===== src/rtl/audio_pkg.sv =====
// Shared types, register map and helpers for the multi-voice tone generator.
package audio_pkg;

   typedef enum logic [1:0] {
      SAW    = 2'd0,
      TRI    = 2'd1,
      SQUARE = 2'd2,
      NOISE  = 2'd3
   } wave_t;

   typedef enum logic [1:0] {
      IDLE = 2'd0,
      RUN  = 2'd1,
      OUT  = 2'd2
   } seq_state_t;

   localparam logic [2:0] REG_VOL    = 3'd0;
   localparam logic [2:0] REG_PAN    = 3'd1;
   localparam logic [2:0] REG_PER_LO = 3'd2;
   localparam logic [2:0] REG_CTRL   = 3'd3;
   localparam logic [2:0] REG_LEN    = 3'd4;
   localparam logic [2:0] REG_DUTY   = 3'd5;

   localparam logic [14:0] LFSR_SEED = 15'h7FFF;

   // Clamp a signed value to the range of a w-bit two's complement number.
   function automatic logic signed [31:0] sat_signed(input logic signed [31:0] x, input int w);
      logic signed [31:0] hi;
      logic signed [31:0] lo;
      hi = (32'sd1 <<< (w - 1)) - 32'sd1;
      lo = -hi - 32'sd1;
      if (x > hi) return hi;
      if (x < lo) return lo;
      return x;
   endfunction

endpackage


===== src/rtl/wave_shaper.sv =====
// Combinational phase-to-sample mapping, shared by all voice slots.
module wave_shaper
   import audio_pkg::*;
(
   input  logic [7:0]        p,
   input  wave_t             wave,
   input  logic [7:0]        duty,
   input  logic              lfsr_bit,
   output logic signed [7:0] s
);

   logic [7:0] p2;

   always_comb begin
      p2 = {p[6:0], 1'b0};
      s  = '0;
      case (wave)
         SAW:     s = p ^ 8'h80;
         TRI:     s = (p[7] ? ~p2 : p2) ^ 8'h80;
         SQUARE:  s = (p < duty) ? 8'h7F : 8'h80;
         NOISE:   s = lfsr_bit ? 8'h7F : 8'h81;
         default: s = '0;
      endcase
   end

endmodule


===== src/rtl/multi_voice_osc.sv =====
// Time-multiplexed N-voice stereo tone generator: one voice per cycle after
// each sample tick, mixed into a saturated stereo pair.
module multi_voice_osc
   import audio_pkg::*;
#(
   parameter int NUM_VOICES = 4,
   parameter int PHASE_W    = 16,
   parameter int PERIOD_W   = 11,
   parameter int OUT_W      = 16,
   parameter int MIX_SHIFT  = 3,
   localparam int VW        = (NUM_VOICES > 1) ? $clog2(NUM_VOICES) : 1
)(
   input  logic                    clk_50mhz,
   input  logic                    reset,
   input  logic                    sample_tick,
   input  logic                    wr_en,
   input  logic [VW-1:0]           wr_voice,
   input  logic [2:0]              wr_addr,
   input  logic [7:0]              wr_data,
   output logic signed [OUT_W-1:0] audio_out_left,
   output logic signed [OUT_W-1:0] audio_out_right,
   output logic                    out_valid,
   output logic                    busy,
   output logic                    overrun
);

   localparam int ACC_W = 24;
   localparam logic [VW-1:0] LAST_SLOT = VW'(NUM_VOICES - 1);

   logic [5:0]         vol     [NUM_VOICES];
   logic [4:0]         pan     [NUM_VOICES];
   logic [7:0]         per_lo  [NUM_VOICES];
   logic [2:0]         per_hi  [NUM_VOICES];
   logic               rpt     [NUM_VOICES];
   wave_t              wave    [NUM_VOICES];
   logic [7:0]         length  [NUM_VOICES];
   logic [7:0]         duty    [NUM_VOICES];
   logic [PHASE_W-1:0] phase   [NUM_VOICES];
   logic [14:0]        lfsr    [NUM_VOICES];
   logic [15:0]        len_cnt [NUM_VOICES];
   logic               active  [NUM_VOICES];
   logic               pending [NUM_VOICES];

   seq_state_t state;
   logic [VW-1:0] slot;
   logic [ACC_W-1:0] acc_l, acc_r, acc_l_nxt, acc_r_nxt, v_ext;

   logic wr_fire, ctrl_wr;
   logic cur_pend, active_eff, silent;
   logic [PHASE_W-1:0] phase_eff, phase_nxt;
   logic [PHASE_W:0] phase_sum;
   logic [PERIOD_W-1:0] period_inc;
   logic [15:0] len_eff, len_nxt;
   logic [14:0] lfsr_nxt;
   logic [7:0] p;
   logic signed [7:0] s;
   logic [13:0] v;
   logic [5:0] gain_l, gain_r;
   logic signed [31:0] wide_l, wide_r, sat_l, sat_r;
   logic unused_ok;

   assign wr_fire   = wr_en && (int'(wr_voice) < NUM_VOICES);
   assign ctrl_wr   = wr_fire && (wr_addr == REG_CTRL);
   assign unused_ok = ^{wr_data[4:3], sat_l[31:OUT_W], sat_r[31:OUT_W]};

   always_ff @(posedge clk_50mhz) begin
      if (reset) begin
         for (int unsigned i = 0; i < NUM_VOICES; i++) begin
            vol[i]    <= '0;
            pan[i]    <= '0;
            per_lo[i] <= '0;
            per_hi[i] <= '0;
            rpt[i]    <= 1'b0;
            wave[i]   <= SAW;
            length[i] <= '0;
            duty[i]   <= '0;
         end
      end else if (wr_fire) begin
         case (wr_addr)
            REG_VOL:    vol[wr_voice]    <= wr_data[5:0];
            REG_PAN:    pan[wr_voice]    <= wr_data[4:0];
            REG_PER_LO: per_lo[wr_voice] <= wr_data;
            REG_CTRL: begin
               rpt[wr_voice]    <= wr_data[7];
               wave[wr_voice]   <= wave_t'(wr_data[6:5]);
               per_hi[wr_voice] <= wr_data[2:0];
            end
            REG_LEN:    length[wr_voice] <= wr_data;
            REG_DUTY:   duty[wr_voice]   <= wr_data;
            default: ;
         endcase
      end
   end

   wave_shaper u_shaper (
      .p        (p),
      .wave     (wave[slot]),
      .duty     (duty[slot]),
      .lfsr_bit (lfsr[slot][0]),
      .s        (s)
   );

   // A pending retrigger is folded in combinationally so the slot sees the restarted voice.
   always_comb begin
      cur_pend   = pending[slot];
      phase_eff  = cur_pend ? '0 : phase[slot];
      len_eff    = cur_pend ? {length[slot], 8'h00} : len_cnt[slot];
      active_eff = cur_pend | active[slot];
      p          = phase_eff[PHASE_W-1 -: 8];
      period_inc = PERIOD_W'({per_hi[slot], per_lo[slot]});
      phase_sum  = {1'b0, phase_eff} + (PHASE_W + 1)'(period_inc);
      phase_nxt  = phase_sum[PHASE_W-1:0];
      lfsr_nxt   = phase_sum[PHASE_W] ? {lfsr[slot][13:0], lfsr[slot][14] ^ lfsr[slot][13]}
                                      : lfsr[slot];
      silent     = (!rpt[slot] && (len_eff == '0)) || !active_eff;
      len_nxt    = (!silent && !rpt[slot]) ? len_eff - 16'd1 : len_eff;
      v          = silent ? '0 : ({{6{s[7]}}, s} * {8'b0, vol[slot]});
      gain_l     = 6'd32 - {1'b0, pan[slot]};
      gain_r     = {1'b0, pan[slot]};
      v_ext      = {{(ACC_W-14){v[13]}}, v};
      acc_l_nxt  = acc_l + v_ext * {{(ACC_W-6){1'b0}}, gain_l};
      acc_r_nxt  = acc_r + v_ext * {{(ACC_W-6){1'b0}}, gain_r};
      wide_l     = {{(32-ACC_W){acc_l_nxt[ACC_W-1]}}, acc_l_nxt};
      wide_r     = {{(32-ACC_W){acc_r_nxt[ACC_W-1]}}, acc_r_nxt};
      sat_l      = sat_signed(wide_l >>> MIX_SHIFT, OUT_W);
      sat_r      = sat_signed(wide_r >>> MIX_SHIFT, OUT_W);
   end

   always_ff @(posedge clk_50mhz) begin
      if (reset) begin
         state           <= IDLE;
         slot            <= '0;
         acc_l           <= '0;
         acc_r           <= '0;
         audio_out_left  <= '0;
         audio_out_right <= '0;
         out_valid       <= 1'b0;
         busy            <= 1'b0;
         overrun         <= 1'b0;
         for (int unsigned i = 0; i < NUM_VOICES; i++) begin
            phase[i]   <= '0;
            lfsr[i]    <= LFSR_SEED;
            len_cnt[i] <= '0;
            active[i]  <= 1'b0;
            pending[i] <= 1'b0;
         end
      end else begin
         out_valid <= 1'b0;
         if (sample_tick && (state != IDLE)) overrun <= 1'b1;
         case (state)
            IDLE: if (sample_tick) begin
               acc_l <= '0;
               acc_r <= '0;
               slot  <= '0;
               busy  <= 1'b1;
               state <= RUN;
            end
            RUN: begin
               phase[slot]   <= phase_nxt;
               lfsr[slot]    <= lfsr_nxt;
               len_cnt[slot] <= len_nxt;
               active[slot]  <= active_eff;
               pending[slot] <= 1'b0;
               acc_l         <= acc_l_nxt;
               acc_r         <= acc_r_nxt;
               if (slot == LAST_SLOT) begin
                  audio_out_left  <= sat_l[OUT_W-1:0];
                  audio_out_right <= sat_r[OUT_W-1:0];
                  out_valid       <= 1'b1;
                  state           <= OUT;
               end else begin
                  slot <= slot + 1'b1;
               end
            end
            OUT: begin
               busy  <= 1'b0;
               state <= IDLE;
            end
            default: state <= IDLE;
         endcase
         // Placed after the slot update so a same-cycle write re-arms for the next tick.
         if (ctrl_wr) pending[wr_voice] <= 1'b1;
      end
   end

endmodule


===== config.mk =====
export PLATFORM = sky130hd
export DESIGN_NAME = multi_voice_osc
export DESIGN_NICKNAME = d
export VERILOG_FILES = /design/src/rtl/audio_pkg.sv /design/src/rtl/wave_shaper.sv /design/src/rtl/multi_voice_osc.sv
export SDC_FILE = /design/constraint.sdc
export NUM_CORES = 1
export LEC_CHECK = 0
export BUFFER_PORTS_ARGS = -buffer_cell sky130_fd_sc_hd__buf_2
export CORE_MARGIN = 5
export CORE_UTILIZATION = 65
export CTS_CLUSTER_DIAMETER = 40
export DETAILED_ROUTE_END_ITERATION = 8
export PLACE_DENSITY_LB_ADDON = 0.25
export SYNTH_ARGS = -nofsm -noshare
export SYNTH_HDL_FRONTEND = slang
export SYNTH_SLANG_ARGS = --single-unit

===== constraint.sdc =====
create_clock -name clk_50mhz -period 24.8 [get_ports clk_50mhz]
set_input_delay 3.72 -clock clk_50mhz [delete_from_list [all_inputs] [get_ports clk_50mhz]]
set_output_delay 3.72 -clock clk_50mhz [all_outputs]
set_load 0.03 [all_outputs]

# ---- Word-level counts from Yosys, hierarchy flattened
# Memories as Yosys holds them, arrays and structs flattened. A register that Yosys moved wholly into a read port is not among the register bits.
# Index checks and enable logic that the tools add are counted.
dict set report classes {
  add_sub_neg 6
  n_mul 3
  div_mod_pow 0
  order_cmp 5
  n_eq_ne 14
  n_shift 0
  n_mux 135
  bitwise_logic 6
  n_reduce_logical 35
}
# operator count
set ops {}
lappend ops {{16-bit two-way mux} 13}
lappend ops {{24-bit case mux with 2 select lines} 2}
lappend ops {{2-bit two-way mux} 45}
lappend ops {{1-bit two-way mux} 58}
lappend ops {{24-bit adder} 2}
lappend ops {{8-bit two-way mux} 6}
lappend ops {{21-bit by 16-bit greater-than comparator with 1-bit output, second input constant} 2}
lappend ops {{21-bit by 16-bit less-than comparator with 1-bit output, second input constant} 2}
lappend ops {{8-bit case mux with 4 select lines} 1}
lappend ops {{16-bit OR reduction} 2}
lappend ops {{15-bit two-way mux} 2}
lappend ops {{24-bit two-way mux} 1}
lappend ops {{8-bit OR reduction} 3}
lappend ops {{14-bit by 7-bit multiplier with 21-bit output} 1}
lappend ops {{14-bit by 6-bit multiplier with 20-bit output} 1}
lappend ops {{16-bit by 11-bit adder with 17-bit output} 1}
lappend ops {{16-bit zero test} 1}
lappend ops {{16-bit by 1-bit subtractor with 16-bit output, second input constant} 1}
lappend ops {{15-bit OR reduction} 1}
lappend ops {{8-bit by 7-bit multiplier with 14-bit output} 1}
lappend ops {{14-bit two-way mux} 1}
lappend ops {{2-bit == test, second input constant} 4}
lappend ops {{8-bit less-than comparator} 1}
lappend ops {{8-bit NOT} 1}
lappend ops {{28 further kinds} 51}
dict set report word_totals {
  reg_bits 87
  latch_bits 0
  ram_bits 360
  mem_bits_ro 0
  in_bits 17
  out_inout_bits 35
  word_cells 226
  memories 13
}
# memory depth word_bits rd rd_clocked_by_memory_dff wr line_no
set memory_table {}
lappend memory_table {len_cnt 4 16 1 1 4 multi_voice_osc.sv:40} ;# logic [15:0] len_cnt [NUM_VOICES];
lappend memory_table {phase 4 16 1 1 4 multi_voice_osc.sv:38} ;# logic [PHASE_W-1:0] phase [NUM_VOICES];
lappend memory_table {lfsr 4 15 1 1 4 multi_voice_osc.sv:39} ;# logic [14:0] lfsr [NUM_VOICES];
lappend memory_table {duty 4 8 1 1 4 multi_voice_osc.sv:37} ;# logic [7:0] duty [NUM_VOICES];
lappend memory_table {length 4 8 1 1 4 multi_voice_osc.sv:36} ;# logic [7:0] length [NUM_VOICES];
lappend memory_table {per_lo 4 8 1 1 4 multi_voice_osc.sv:32} ;# logic [7:0] per_lo [NUM_VOICES];
lappend memory_table {{7 more memories} n/a n/a n/a n/a n/a n/a}

# ---- Depth between registers and ports, before layout
dict set report depth {
  depth_word 14
  mapped_depth 64
  depth_no_buf 55
}

# ---- By module
# Synthesis repeated with hierarchy kept, for this count alone.
dict set report hier_totals {
  cells_unflattened 2741
  area_unflattened_um2 29403.2
}
# module instances cells_each area_each_um2 seq_area_each_um2
set by_module_without_submodules {}
lappend by_module_without_submodules {multi_voice_osc 1 2679 28920.2 12552.0}
lappend by_module_without_submodules {wave_shaper 1 62 483.0 0.0}

# ---- Worst setup path after synthesis
# Ideal clock, no wire load.
dict set report synth_path {
  path_type {register to register}
  start {register (tool-made name)}
  end {register audio_out_left[2]}
  setup_time_ns 0.138
  arrival_ns 14.432
  t_required_ns 24.662
  setup_slack_ns 10.229
  path_stages_with_launch 65
  n_path_buf 10
  cell_sequence {dfxtp_1 buf_6 buf_8 buf_6 buf_2 buf_2 buf_2 buf_1 buf_1 mux4_2 inv_1 ha_1 o21a_1 o21ai_0 a21oi_1 a21oi_1 nor3b_1 a21oi_1 (+29 left out) or3_1 a211oi_1 nor3_1 o21ai_0 nand2b_1 xor2_1 ha_1 and3_1 a221oi_1 nor2_1 a21oi_1 nand3b_1 a21oi_1 xnor2_1 or4b_2 o2bb2ai_2 buf_6 o32ai_2}
}
# item line_no
set synth_rtl {}
lappend synth_rtl {{to (signal assigned)} multi_voice_osc.sv:167} ;# audio_out_left <= sat_l[OUT_W-1:0];
lappend synth_rtl {{to (decl)} multi_voice_osc.sv:20} ;# output logic signed [OUT_W-1:0] audio_out_left,

==> run metrics <==
HP Start audio_out_left[15]; sequential share of the synthesized area about two fifths; Avg WL per Cell ~21 um; Top Ports 52; Mapped Area between 20000 and 30000 um^2; cts hold-fix bufs 0; final-stage net count roughly 3200; Yosys top cell area share a little over a third; Worst EP required around 25000 ps; initial antenna violation count 1; Congestion Overflow GR 0; vias post-DR roughly 22000; worst hold path cell count 2; R2R Setup Slk around 8700 ps; layout cell share with drive strength beyond 1 between 10% and 20%; CP endpoint kind register; net count after synthesis ~3200; area of the multi-input gates approximately 16000 um^2; Slew Viols, Final 0; vias in the first global route approximately 22000; Area growth, synth to finish 8.89%; first-pass GRT wire length roughly 120000 um; Avg Synthesized Cell Area 10.5 um^2; Synth cell types 89; area leader, netlist edfxtp_1; R2R depth 53; Post-synth top cells nor2_1 (568), edfxtp_1 (356), inv_1 (281); Slowest-stage cell, CP o21ai_0; top-count cell post-synth nor2_1; Worst Setup Start Kind register; fraction of registers with async set/reset 0%; Main synth FF type edfxtp_1; Worst-Skew Late Latency between 600 and 700 ps; routability congestion estimate from global placement ~0.91; max incr delay on CP roughly 980 ps; reg2reg end audio_out_left[4]; RSZ-0062 raised after global routing no; 1st-pass router iterations 6; min Tclk post-route 16150 ps; critical path peak fanout 51; # rows a little under 80; DR DRC count 0; MaxCap Viol Count 0; CTS Sinks 449; Fin Setup TNS 0 ps; EDFF count, synth approximately 360; Post-DRT Antenna Nets 0; synth top area cells edfxtp_1 (36%), fa_1 (9.2%), ha_1 (7.3%); final worst-path cycle share about 65%; CTS Root Cell clkbuf_16; Setup Skew 33.1 ps; Die X-Extent ~220 um; Die Y around 220 um; CTS Buf Count 57; Place WS between 8000 and 9000 ps; Yosys reg bits between 400 and 500; core area ~45000 um^2; First DRT Iteration DRCs about 2100; Max Freq 61.9 MHz; CTS tree yes; H-tree depth 2; Starting Density between 60% and 70%; Port Buffers about 50; ant diodes 0; Setup CP Type register to register; Final WS setup between 8000 and 9000 ps; Hold Path End audio_out_left[15]; register area 12600 um^2; HP Class register to register; Detailed Place HPWL 51300 um; Least-Margin Pin Slew roughly 1300 ps; status finished, final reports clean; PostCTS Resize Cnt 0; synthesized instance count about 2900; # fillers roughly 3200; Via density between 6 and 7; largest net degree at the start of global routing 66; Slew headroom a little under a tenth; CP most frequent cell fa_1; Yosys warnings 0; Die ar. between 50000 and 60000 um^2; total track usage 29.7%; number of setup buffers added after CTS 0; maximum root-to-sink buffer count 3; final hold vios 0; Post-Route WL 74700 um; CTS clk-pin slew, worst paths approximately 60 ps; arrival time worst endpoint roughly 17000 ps; final setup vio count 0
cell usage in the layout, fill, tap and decap left out, types with 11 or more instances in the layout:
cell | synthesis | final
o21ai_1 | 11 | 11
o21ai_0 | 75 | 75
o32ai_1 | 21 | 21
inv_6 | 0 | 11
nor2b_1 | 30 | 28
dfxtp_1 | 93 | 91
and3_1 | 25 | 25
or2_2 | 37 | 37
nor3_1 | 22 | 22
buf_4 | 6 | 26
ha_1 | 175 | 175
o21a_1 | 15 | 15
nor2_1 | 568 | 568
a21o_1 | 40 | 40
mux4_2 | 72 | 72
o21bai_1 | 30 | 30
fa_1 | 138 | 138
mux2i_1 | 91 | 91
a211oi_1 | 18 | 18
nand3_1 | 36 | 36
inv_1 | 281 | 281
buf_2 | 9 | 50
a21oi_1 | 91 | 91
nand2_1 | 166 | 164
a22o_1 | 40 | 40
mux2_2 | 12 | 12
nand2b_1 | 30 | 26
or3_1 | 13 | 12
clkbuf_16 | 0 | 57
xnor2_1 | 81 | 81
edfxtp_1 | 356 | 356
xor2_1 | 22 | 22
critical path: cells and delay by family (launching register included):
kind | cells | cell delay (ps)
simple gates | 10 | 2330
mux | 1 | 760
xor+xnor | 2 | 270
flops | 1 | 880
fa+ha+maj | 12 | 5130
buf+inv | 8 | 1130
compound gates | 20 | 5440
layer usage:
| layer | GRT usage, % | vias to the layer above | part of all wire [%] |
|---|---|---|---|
| met2 | 44.7 | 1086 | 45 |
| met5 | 0 | - | 0.017 |
| met4 | 8.21 | 2 | 2.6 |
| li1 | - | 9966 | - |
| met1 | 42.4 | 10800 | 41 |
| met3 | 8.93 | 147 | 11 |
worst max-delay path by stage:
stage,slack (ps),startpoint,endpoint,cells past startpoint
2_1_floorplan,10230,register,audio_out_left[2],64
3_3_place_gp,9360,register,audio_out_left[11],53
3_5_place_dp,8950,register,audio_out_left[10],52
4_1_cts,8840,register,audio_out_left[4],53
5_1_grt,7480,register,audio_out_left[9],52
6_report,8650,register,audio_out_left[4],53
registers in the layout, summed over array words and instances, names as in the netlist, 16 cells and up, named ones only:
| name | count |
|---|---|
| len_cnt | 64 |
| phase | 64 |
| lfsr | 60 |
| duty | 32 |
| length | 32 |
| per_lo | 32 |
| acc_l | 24 |
| acc_r | 24 |
| vol | 24 |
| pan | 20 |
| audio_out_left | 16 |
| audio_out_right | 16 |
per-stage QoR:
step           util, %  instance area [um^2]  std cells  hold slack [ps]
2_1_floorplan        -                 30000       2855              427
3_3_place_gp      67.5                 30700       3404              442
3_5_place_dp      67.5                 30700       3404              451
4_1_cts           71.8                 32700       3510              464
5_1_grt           71.8                 32700       3510              483
6_report          71.8                 32700       3510              461
final cells by class:
| type | count | share of cell area, % |
|---|---|---|
| clock buffers | 63 | 4.50 |
| clock inverters | 43 | 1.53 |
| inverters | 285 | 3.29 |
| multi-input cells | 1994 | 48.6 |
| flip-flops and latches | 449 | 38.5 |
| well taps | 600 | 2.30 |
| repair buffers | 76 | 1.36 |
cell families after synthesis:
logic type | synth area share (%)
compound gates | 9.96
xor+xnor | 3.16
fa+ha+maj | 16.5
buf+inv | 5.42
flops | 41.9
mux | 8.93
simple gates | 14.1
Power is left out: the tool's default activity adds up to more than one toggle a clock period on the data nets, which glitch-free logic cannot reach.
